**config.mk**
```make
export PLATFORM = sky130hd
export DESIGN_NAME = imem_access_arbiter
export DESIGN_NICKNAME = d
export VERILOG_FILES = /design/src/rtl/imem_access_arbiter.sv
export SDC_FILE = /design/constraint.sdc
export NUM_CORES = 1
export LEC_CHECK = 0
export BUFFER_PORTS_ARGS = -buffer_cell sky130_fd_sc_hd__buf_4
export CAP_MARGIN = 20
export CORE_ASPECT_RATIO = 1.4
export CORE_MARGIN = 2
export CORE_UTILIZATION = 35
export DETAILED_ROUTE_END_ITERATION = 8
export SYNTH_ARGS = -nofsm -noshare
export SYNTH_HDL_FRONTEND = slang
export SYNTH_SLANG_ARGS = --single-unit
```
**constraint.sdc**
```tcl
create_clock -name clk -period 2.1 [get_ports clk]
set_input_delay 0.105 -clock clk [delete_from_list [all_inputs] [get_ports clk]]
set_output_delay 0.105 -clock clk [all_outputs]
set_load 0.005 [all_outputs]
```
**src/rtl/imem_access_arbiter.sv**
```systemverilog
// rtl/imem_access_arbiter.sv - shares the instruction memory port between fetch and loader
// Optional write protection (wp_lock / l_err) is built when IMEM_ARB_WPROT_EN is defined.
module imem_access_arbiter #(
    parameter int unsigned ADDR_W     = 13,
    parameter int unsigned MEM_LAT    = 1,
    parameter int unsigned STARVE_MAX = 4
) (
    input  logic              clk,
    input  logic              rst_n,
    input  logic              f_req,
    input  logic [ADDR_W-1:0] f_addr,
    output logic [31:0]       f_rdata,
    output logic              f_done,
    input  logic              l_req,
    input  logic              l_we,
    input  logic [ADDR_W-1:0] l_addr,
    input  logic [31:0]       l_wdata,
    output logic [31:0]       l_rdata,
    output logic              l_done,
`ifdef IMEM_ARB_WPROT_EN
    input  logic              wp_lock,
    output logic              l_err,
`endif
    output logic [31:0]       mem_address,
    output logic              mem_readEnable,
    output logic              mem_writeEnable,
    output logic [31:0]       mem_dataIn,
    input  logic [31:0]       mem_dataOut,
    output logic              busy
);

    localparam int unsigned SW = $clog2(STARVE_MAX + 1);
    localparam int unsigned LW = $clog2(MEM_LAT + 1);

    typedef enum logic [1:0] {IDLE, READ, WRITE, DONE} state_t;

    state_t            state_q, state_d;
    logic [SW-1:0]     starve_q, starve_d;
    logic [LW-1:0]     cnt_q, cnt_d;
    logic              gnt_l_q, gnt_l_d;
    logic [ADDR_W-1:0] addr_q, addr_d;
    logic              re_q, re_d;
    logic              we_q, we_d;
    logic [31:0]       din_q, din_d;
    logic [31:0]       f_rdata_q, f_rdata_d;
    logic [31:0]       l_rdata_q, l_rdata_d;
    logic              f_done_q, f_done_d;
    logic              l_done_q, l_done_d;
    logic              busy_q, busy_d;
`ifdef IMEM_ARB_WPROT_EN
    logic              prot_q, prot_d;
    logic              l_err_q, l_err_d;
`endif

    always_ff @(posedge clk or negedge rst_n) begin
        if (!rst_n) begin
            state_q   <= IDLE;
            starve_q  <= '0;
            cnt_q     <= '0;
            gnt_l_q   <= 1'b0;
            addr_q    <= '0;
            re_q      <= 1'b0;
            we_q      <= 1'b0;
            din_q     <= '0;
            f_rdata_q <= '0;
            l_rdata_q <= '0;
            f_done_q  <= 1'b0;
            l_done_q  <= 1'b0;
            busy_q    <= 1'b0;
`ifdef IMEM_ARB_WPROT_EN
            prot_q    <= 1'b0;
            l_err_q   <= 1'b0;
`endif
        end else begin
            state_q   <= state_d;
            starve_q  <= starve_d;
            cnt_q     <= cnt_d;
            gnt_l_q   <= gnt_l_d;
            addr_q    <= addr_d;
            re_q      <= re_d;
            we_q      <= we_d;
            din_q     <= din_d;
            f_rdata_q <= f_rdata_d;
            l_rdata_q <= l_rdata_d;
            f_done_q  <= f_done_d;
            l_done_q  <= l_done_d;
            busy_q    <= busy_d;
`ifdef IMEM_ARB_WPROT_EN
            prot_q    <= prot_d;
            l_err_q   <= l_err_d;
`endif
        end
    end

    always_comb begin
        state_d   = state_q;
        starve_d  = starve_q;
        cnt_d     = cnt_q;
        gnt_l_d   = gnt_l_q;
        addr_d    = addr_q;
        re_d      = re_q;
        we_d      = we_q;
        din_d     = din_q;
        f_rdata_d = f_rdata_q;
        l_rdata_d = l_rdata_q;
        f_done_d  = 1'b0;
        l_done_d  = 1'b0;
`ifdef IMEM_ARB_WPROT_EN
        prot_d    = prot_q;
        l_err_d   = 1'b0;
`endif
        case (state_q)
            IDLE: begin
                cnt_d = '0;
                // fetch wins unless the loader has already lost STARVE_MAX contended rounds
                if (f_req && (!l_req || (starve_q < SW'(STARVE_MAX)))) begin
                    state_d = READ;
                    re_d    = 1'b1;
                    gnt_l_d = 1'b0;
                    addr_d  = f_addr;
                    if (l_req) begin
                        starve_d = starve_q + 1'b1;
                    end
                end else if (l_req) begin
                    gnt_l_d  = 1'b1;
                    starve_d = '0;
                    addr_d   = l_addr;
                    if (l_we) begin
                        state_d = WRITE;
                        din_d   = l_wdata;
`ifdef IMEM_ARB_WPROT_EN
                        prot_d  = wp_lock;
                        we_d    = !wp_lock;
`else
                        we_d    = 1'b1;
`endif
                    end else begin
                        state_d = READ;
                        re_d    = 1'b1;
                    end
                end
            end
            READ: begin
                if (cnt_q == LW'(MEM_LAT - 1)) begin
                    re_d    = 1'b0;
                    state_d = DONE;
                    if (gnt_l_q) begin
                        l_rdata_d = mem_dataOut;
                        l_done_d  = 1'b1;
                    end else begin
                        f_rdata_d = mem_dataOut;
                        f_done_d  = 1'b1;
                    end
                end else begin
                    cnt_d = cnt_q + 1'b1;
                end
            end
            WRITE: begin
                we_d     = 1'b0;
                l_done_d = 1'b1;
                state_d  = DONE;
`ifdef IMEM_ARB_WPROT_EN
                l_err_d  = prot_q;
                prot_d   = 1'b0;
`endif
            end
            DONE: state_d = IDLE;
            default: state_d = IDLE;
        endcase
        busy_d = (state_d != IDLE);
    end

    assign mem_address     = {{(32 - ADDR_W){1'b0}}, addr_q};
    assign mem_readEnable  = re_q;
    assign mem_writeEnable = we_q;
    assign mem_dataIn      = din_q;
    assign f_rdata         = f_rdata_q;
    assign l_rdata         = l_rdata_q;
    assign f_done          = f_done_q;
    assign l_done          = l_done_q;
    assign busy            = busy_q;
`ifdef IMEM_ARB_WPROT_EN
    assign l_err           = l_err_q;
`endif

endmodule
```
# Yosys cells after proc, flatten, opt, wreduce, memory -nomap -nowiden

Cells that the tools add are included.

Memory bits (writable): 0
ROM bits: 0
Memories kept: 0
Latch bits: 0
Register bits after elaboration: 121
Output and inout port bits: 133
Word-level logic and storage cells: 72

Bitwise logic cells: 3
Equal/unequal tests: 9
Multipliers: 0
Divide/modulo/power cells: 0
Magnitude comparators: 1
Add/sub/neg operators: 2
Mux-type cells: 29
Reduce and logical (&&, ||, !) cells: 15
Shift-type cells: 0

Operators by type and width:

| cell                  | count |
|---|---|
| $mux W13              | 2 |
| $mux W1               | 15 |
| $reduce_and A4 Y1     | 3 |
| $mux W3               | 3 |
| $mux W2               | 4 |
| $ne A2 B2 Y1 const B  | 4 |
| $pmux W1 S2           | 4 |
| $pmux W2 S4           | 1 |
| $reduce_bool A2 Y1    | 4 |
| $ne A3 B3 Y1 const B  | 2 |
| $reduce_and A3 Y1     | 2 |
| $eq A2 B2 Y1 const B  | 2 |
| $reduce_and A2 Y1     | 2 |
| $add A3 B1 Y3 const B | 1 |
| $lt A3 B3 Y1 const B  | 1 |
| $not A1 Y1            | 3 |
| $eq A2 B1 Y1 const B  | 1 |
| $logic_not A2 Y1      | 1 |
| $add A1 B1 Y1 const B | 1 |
| $logic_and A1 B1 Y1   | 1 |
| $logic_not A1 Y1      | 1 |
| $logic_or A1 B1 Y1    | 1 |

# Logic depth before layout (Yosys ltp)

Gate-level depths: netlist of run 1.

Depth after elaboration: 6
Gate-level depth with buffers: 6
Mapped depth without buffers: 5

# Worst setup path after synthesis of run 1

OpenSTA, ideal clock, no wires.

Path type: reg-to-reg
Start point: register state_q[0]
End point: register din_q[10] (netlist: mem_dataIn[10])
Arrival: 1.572 ns
Setup slack: 0.403 ns
Buffers on the path: 2
Required time: 1.975 ns
Stages on the path, launching flop included: 7
Setup time: 0.125 ns
Cells stage by stage: dfrtp_1 -> inv_1 -> ha_1 -> or3b_1 -> buf_6 -> buf_12 -> mux2_4

Word-level cells in the longest chain between the ends: 2

Ends and longest elaborated chain:

| item                        | RTL line | source |
|---|---|---|
| start: declaration          | 37       | `state_t state_q, state_d;` |
| start signal: assignment    | 75       | `state_q <= state_d;` |
| $logic_not A2 Y1            | 112      | `case (state_q)` |
| $reduce_and A4 Y1 (no line) | -        |  |
| end signal: assignment      | 82       | `din_q <= din_d;` |
| end: declaration            | 44       | `logic [31:0] din_q, din_d;` |

No other way between the ends.
A chain may end at the register's enable or synchronous reset.

# Worst setup path in the final report of run 1

Start point: register starve_q[2]
End point: register addr_q[6]

Word-level cells in the longest chain between the ends: 5
Elaborated cells between the ends (all ways): 6
Classes of those cells: 1 x order compare; 1 x mux; 4 x reduce/logical

Ends and longest elaborated chain:

| item                         | RTL line | source |
|---|---|---|
| start: declaration           | 38       | `logic [SW-1:0] starve_q, starve_d;` |
| start signal: assignment     | 76       | `starve_q <= starve_d;` |
| $lt A3 B3 Y1 (*)             | 116      | `if (f_req && (!l_req \|\| (starve_q < SW'(STARVE_MAX)))) begin` |
| $logic_or A1 B1 Y1 (*)       | 116      |  |
| $logic_and A1 B1 Y1 (*)      | 116      |  |
| $reduce_bool A2 Y1 (no line) | -        |  |
| $reduce_and A2 Y1 (no line)  | -        |  |
| end signal: assignment       | 79       | `addr_q <= addr_d;` |
| end: declaration             | 41       | `logic [ADDR_W-1:0] addr_q, addr_d;` |

Every way passes the cells marked *; elsewhere a longest branch is shown, timed or not.

==> results.py, run 1 <==
metrics = {
    "run_status": {
        "status": "complete, no violations",
    },
    "setup_path": {
        "cp.required_ns": 2.38,
        "reg2reg_setup_slack_ns": 0.17,
        "timing.rr.end": "addr_q[6]",
        "path_class": "flip-flop to flip-flop",
        "critPathMaxFanout": 8,
        "cp-start-kind": "flip-flop",
        "crit_path_start": "starve_q[2]",
        "endpoint": "addr_q[6]",
        "reg2reg_depth": 5,
        "timing.rr.start": "starve_q[2]",
        "arrival_ns": 2.21,
        "endpoint_kind": "flip-flop",
    },
    "route": {
        "routed_wirelength_um": 12700,
        "avgRoutedWirePerCell_um": 15.1,
        "drc": 0,
        "first_iter_violations": 104,
        "vias": 3728,
        "viasPerCell": 4.43,
        "ant_nets": 0,
        "first_pass_iters": 3,
    },
    "synthesis": {
        "synth-seq-area-share_pct": 59.8,
        "synthFlopType": "dfrtp_1",
        "ys_async_sr_fraction_pct": 100,
        "synth-seq-cells": 120,
        "synth.most_common_cell": "dfrtp_1",
        "synth-edff-count": 0,
        "ys_top_cells_by_area": "dfrtp_1 60%, mux2_2 15%, mux2_4 9.0%",
        "synth_top_area_share_pct": 59.8,
        "synth_cell_types": 30,
        "synth_cells": 339,
        "netlist_area_um2": 5020,
        "avgSynthCellArea_um2": 14.8,
        "yosys_warnings": 0,
        "synth_largest_area_cell": "dfrtp_1",
        "synth_common_cells": "120 x dfrtp_1, 67 x mux2_2, 30 x mux2_4",
    },
    "die": {
        "rows": 51,
        "ios": 228,
        "die-width_um": 105,
        "start_util_pct": 35.9,
        "coreArea_um2": 14000,
        "dieHeight_um": 146,
        "die-area_um2": 15300,
    },
    "sta": {
        "tightest_slew_ns": 0.675,
        "finalMaxSlewViolations": 0,
        "period_needed_ns": 1.93,
        "finClkSkew_ns": 0.00700,
        "maxSlewHeadroom_pct": 55.0,
        "max_freq_ghz": 0.518,
        "fin_tns_setup_ns": 0,
        "post-route-period-util_pct": 92.0,
        "finalHoldViolations": 0,
        "setup_viol": 0,
        "setup_slack_ns": 0.169,
        "rsz0062_at_grt": "false",
    },
    "grt": {
        "grt.overflow.total": 0,
        "antenna_found_initial": 0,
        "grt_max_degree": 121,
        "grt_pass1_vias": 3948,
        "grtUsageTotal_pct": 16.7,
        "grt_pass1_wl_um": 20100,
    },
    "placed_design": {
        "port_buffers": 208,
        "dp_slack_ns": 0.277,
        "hpwl_um": 8510,
        "gp_congestion": 0.758,
    },
    "power": {
        "ir_drop_mv": 0.476,
        "leakagePower_nw": 4.03,
        "power.density_nw_per_um2": 1420,
    },
    "final_layout": {
        "n_antenna_cell": 0,
        "drive_gt1_share_pct": 53.5,
        "utilization_pct": 58.6,
        "fin_nets": 742,
        "area_growth_syn_to_layout_pct": 63.0,
    },
    "min_path": {
        "min_path_type": "input port to flip-flop",
    },
    "clocking": {
        "cts_tree": "yes",
        "cts_sinks": 120,
        "clockBufferDepth": 2,
        "root_buffer": "clkbuf_16",
        "cts_htree_levels": 4,
        "numCtsBuffers": 17,
        "clk_latency_ns": 0.40,
        "clk_pin_slew_ns": 0.06,
    },
    "run": {
        "drv_cap": 0,
    },
}
-- cell families after synthesis --
logic type                 count (synthesis)  share of synthesized area [%]
other                                      1                         0.0746
DFF                                      120                           59.8
adders and majority gates                  4                          0.996
buffers and inverters                     39                           5.83
and+or+nand+nor                           38                           3.86
AOI/OAI and AO/OA                         27                           2.89
muxes                                    110                           26.6
-- power breakdown --
part | internal, W | leakage, nW | switching (W) | total [W]
Combinational | 0.00298 | 2.32 | 0.00162 | 0.00460
Clock | 0.00184 | 0.278 | 0.00101 | 0.00285
Sequential | 0.00350 | 1.43 | 0.000647 | 0.00414
Total | 0.00831 | 4.03 | 0.00328 | 0.0116
-- worst min-delay path by stage --
stage	from	endpoint	slack, ns	cells after the start
floorplan	rst_n	addr_q[0]	-0.19	0
global placement	rst_n	addr_q[10]	0.24	2
detailed placement	rst_n	addr_q[10]	0.26	2
CTS	f_addr[8]	addr_q[8]	0.005	3
global route	f_addr[8]	addr_q[8]	0.02	3
finish	f_addr[8]	addr_q[8]	0.01	3
-- registers in the layout, indices dropped and copies added, names as in the netlist --
register	cells
l_done	1
state_q	2
l_rdata	32
f_rdata	32
addr_q	13
starve_q	3
busy	1
mem_dataIn	32
mem_readEnable	1
mem_writeEnable	1
gnt_l_q	1
f_done	1
-- worst max-delay path, cell delays in order (launching register included) --
cell and delay [ns]:
dfrtp_1 0.42, a21boi_4 0.32, buf_4 0.24, mux2i_1 0.19, dlygate4sd3_1 0.56, o21ai_0 0.07
-- timing repair --
item / CTS / global route
endpoints found under the setup margin: 0 / 3
gates resized for setup: 0 / 1
endpoints found under the hold margin: 227 / 0
hold buffers: 86 / 0
setup buffers: 0 / 0
-- layout by cell type, fill, tap and decap left out, drive strengths merged --
master	count
nor3	1
nor2b	5
o32a	1
clkbuf	21
buf	217
a21oi	5
o21ai	19
ha	4
or4b	1
clkinv	3
dfrtp	120
inv	4
mux2	97
o211ai	1
mux2i	13
nand2b	4
nand3	1
nand2	22
bufinv	2
clkinvlp	5
or3b	2
dlygate4sd3	86
nor4	1
a21boi	1
nor2	1
conb	19
-- per-stage QoR --
| stage | total power, W | hold slack (ns) | cell area (um^2) | std cells |
|---|---|---|---|---|
| floorplan | 0.00620 | -0.191 | 5090 | 357 |
| global placement | 0.00855 | 0.244 | 6730 | 723 |
| detailed placement | 0.00869 | 0.263 | 6730 | 723 |
| CTS | 0.0117 | 0.00541 | 8180 | 841 |
| global route | 0.0123 | 0.0168 | 8190 | 841 |
| finish | 0.0116 | 0.0148 | 8190 | 841 |
-- layout make-up --
cell class,instances,area (um^2)
Sequential cell,120,3000
Tap cell,185,231
Clock inverter,11,121
Clock buffer,21,470
Multi-Input combinational cell,198,1810
Timing Repair Buffer,303,2540
Inverter,3,11.3
Fill cell,1123,5790
-- metal layers --
layer | track usage, % | wire, um | share of wire (%) | vias up
li1 | - | - | - | 1750
met1 | 18.4 | 4750 | 37 | 1821
met2 | 29.6 | 6950 | 55 | 132
met3 | 4.39 | 669 | 5.3 | 25
met4 | 7.80 | 347 | 2.7 | 0
met5 | 0 | 0 | 0 | -
No activity file was read; power rests on OpenSTA's default activity.
==> run 2, diff against run 1 <==
- CTS_BUF_LIST: unset -> sky130_fd_sc_hd__clkbuf_2 sky130_fd_sc_hd__clkbuf_4 sky130_fd_sc_hd__clkbuf_8
==> run 2 against run 1 <==
Net effect:
- worst setup slack got worse by 0.0010 ns
- sequential power about the same
- clock power decreased by 27%
- routed wire length increased by 1.4%
- utilization decreased by 0.98 points
- hold slack improved by 0.043 ns
- register-to-register slack about the same
- highest routed layer unchanged
==> results.py, run 2 (synthesized netlist as in run 1, its figures left out) <==
metrics = {
    "run_status": {
        "status": "complete, no violations",
    },
    "placed_design": {
        "gp_congestion": 0.758,
        "port_buffers": 208,
        "hpwl_um": 8510,
    },
    "clocking": {
        "numCtsBuffers": 17,
        "cts_htree_levels": 4,
        "clockBufferDepth": 2,
        "cts_sinks": 120,
        "root_buffer": "clkbuf_8",
        "postCtsSetupRepairBufs": 0,
        "clk_pin_slew_ns": 0.07,
        "cts_tree": "yes",
        "clk_latency_ns": 0.42,
    },
    "power": {
        "power.density_nw_per_um2": 1350,
        "leakagePower_nw": 3.97,
        "fin_total_pwr_w": 0.0108,
        "ir_drop_mv": 0.453,
    },
    "route": {
        "routed_wirelength_um": 12900,
        "first_iter_violations": 99,
        "drc": 0,
        "first_pass_iters": 4,
        "vias": 3764,
        "viasPerCell": 4.45,
        "avgRoutedWirePerCell_um": 15.2,
        "ant_nets": 0,
    },
    "die": {
        "ios": 228,
        "die-width_um": 105,
        "rows": 51,
        "die-area_um2": 15300,
        "start_util_pct": 35.9,
        "coreArea_um2": 14000,
        "dieHeight_um": 146,
    },
    "final_layout": {
        "n_antenna_cell": 0,
        "area_growth_syn_to_layout_pct": 60.2,
        "fillCellCount": 1146,
        "multi_input_area_um2": 1810,
        "layout_common_cells": "213 x buf_4, 120 x dfrtp_1, 91 x dlygate4sd3_1, 67 x mux2_2, 30 x mux2_4",
        "drive_gt1_share_pct": 53.3,
        "fin_nets": 747,
        "final_common_cell": "buf_4",
        "seq_area_um2": 3000,
    },
    "setup_path": {
        "crit_path_start": "starve_q[2]",
        "critPathMaxFanout": 8,
        "cp.required_ns": 2.40,
        "endpoint_kind": "flip-flop",
        "arrival_ns": 2.23,
        "reg2reg_setup_slack_ns": 0.17,
        "path_class": "flip-flop to flip-flop",
        "cp-start-kind": "flip-flop",
        "timing.rr.start": "starve_q[2]",
    },
    "sta": {
        "max_freq_ghz": 0.518,
        "post-route-period-util_pct": 92.0,
        "maxSlewHeadroom_pct": 56.4,
        "period_needed_ns": 1.93,
        "setup_viol": 0,
        "finClkSkew_ns": 0.00977,
        "whs_ns": 0.0576,
        "tightest_slew_ns": 0.654,
        "finalMaxSlewViolations": 0,
        "fin_tns_setup_ns": 0,
        "finalHoldViolations": 0,
        "rsz0062_at_grt": "false",
    },
    "min_path": {
        "min_from": "f_req",
        "min_path_type": "input port to flip-flop",
    },
    "grt": {
        "antenna_found_initial": 0,
        "met3_usage_pct": 5.24,
        "grt_pass1_wl_um": 20200,
        "grtUsageTotal_pct": 16.9,
        "grt_pass1_vias": 4010,
        "grt_max_degree": 121,
        "grt.overflow.total": 0,
        "gr-usage-met1_pct": 18.5,
        "use_met2_pct": 29.5,
        "top_usage_layer": "met2",
    },
    "run": {
        "drv_cap": 0,
    },
}
==> run 2: final cells by class <==
type	instances	share of cell area [%]
multi-input cells	198	22.5
clock inverters	11	1.51
inverters	3	0.140
repair buffers	308	32.2
flip-flops and latches	120	37.3
well taps	185	2.88
clock buffers	21	3.51
==> run 2: what timing repair did <==
action,CTS,global route
setup endpoints to repair,0,6
gates resized for setup,0,1
hold buffers,91,0
hold endpoints to repair,229,0
==> run 2: worst max-delay path, cell delays in order (launching register included) <==
cell           delay (ns)
dfrtp_1              0.43
a21boi_4             0.32
buf_4                0.25
mux2i_1              0.18
dlygate4sd3_1        0.55
o21ai_0              0.08
==> run 2: path summary, 6_finish.rpt <==
check | to | cells after the start
min in group asynchronous | addr_q[10] | 3
hold / removal | busy | 3
setup / recovery | addr_q[11] | 5
setup reg to reg | addr_q[11] | 5
max in group asynchronous | l_rdata[24] | 3
hold reg to reg | addr_q[2] | 2
==> run 2: layer usage <==
metal	part of all wire (%)	wire length, um
met1	38	4840
met2	54	6920
met3	5.7	735
met4	3.0	390
met5	0	0
==> run 2: stage by stage <==
stage,utilization [%],area [um^2],worst slack [ns],std cells
2_1_floorplan,-,5090,0.403,357
3_3_place_gp,48.1,6730,0.351,723
3_5_place_dp,48.1,6730,0.277,723
4_1_cts,57.5,8040,0.0825,846
5_1_grt,57.6,8050,0.0423,846
6_report,57.6,8050,0.168,846
==> run 2: power breakdown <==
| part | switching (W) | internal [W] |
|---|---|---|
| clock | 0.000932 | 0.00116 |
| sequential | 0.000647 | 0.00349 |
| combinational | 0.00163 | 0.00299 |
| total | 0.00321 | 0.00764 |
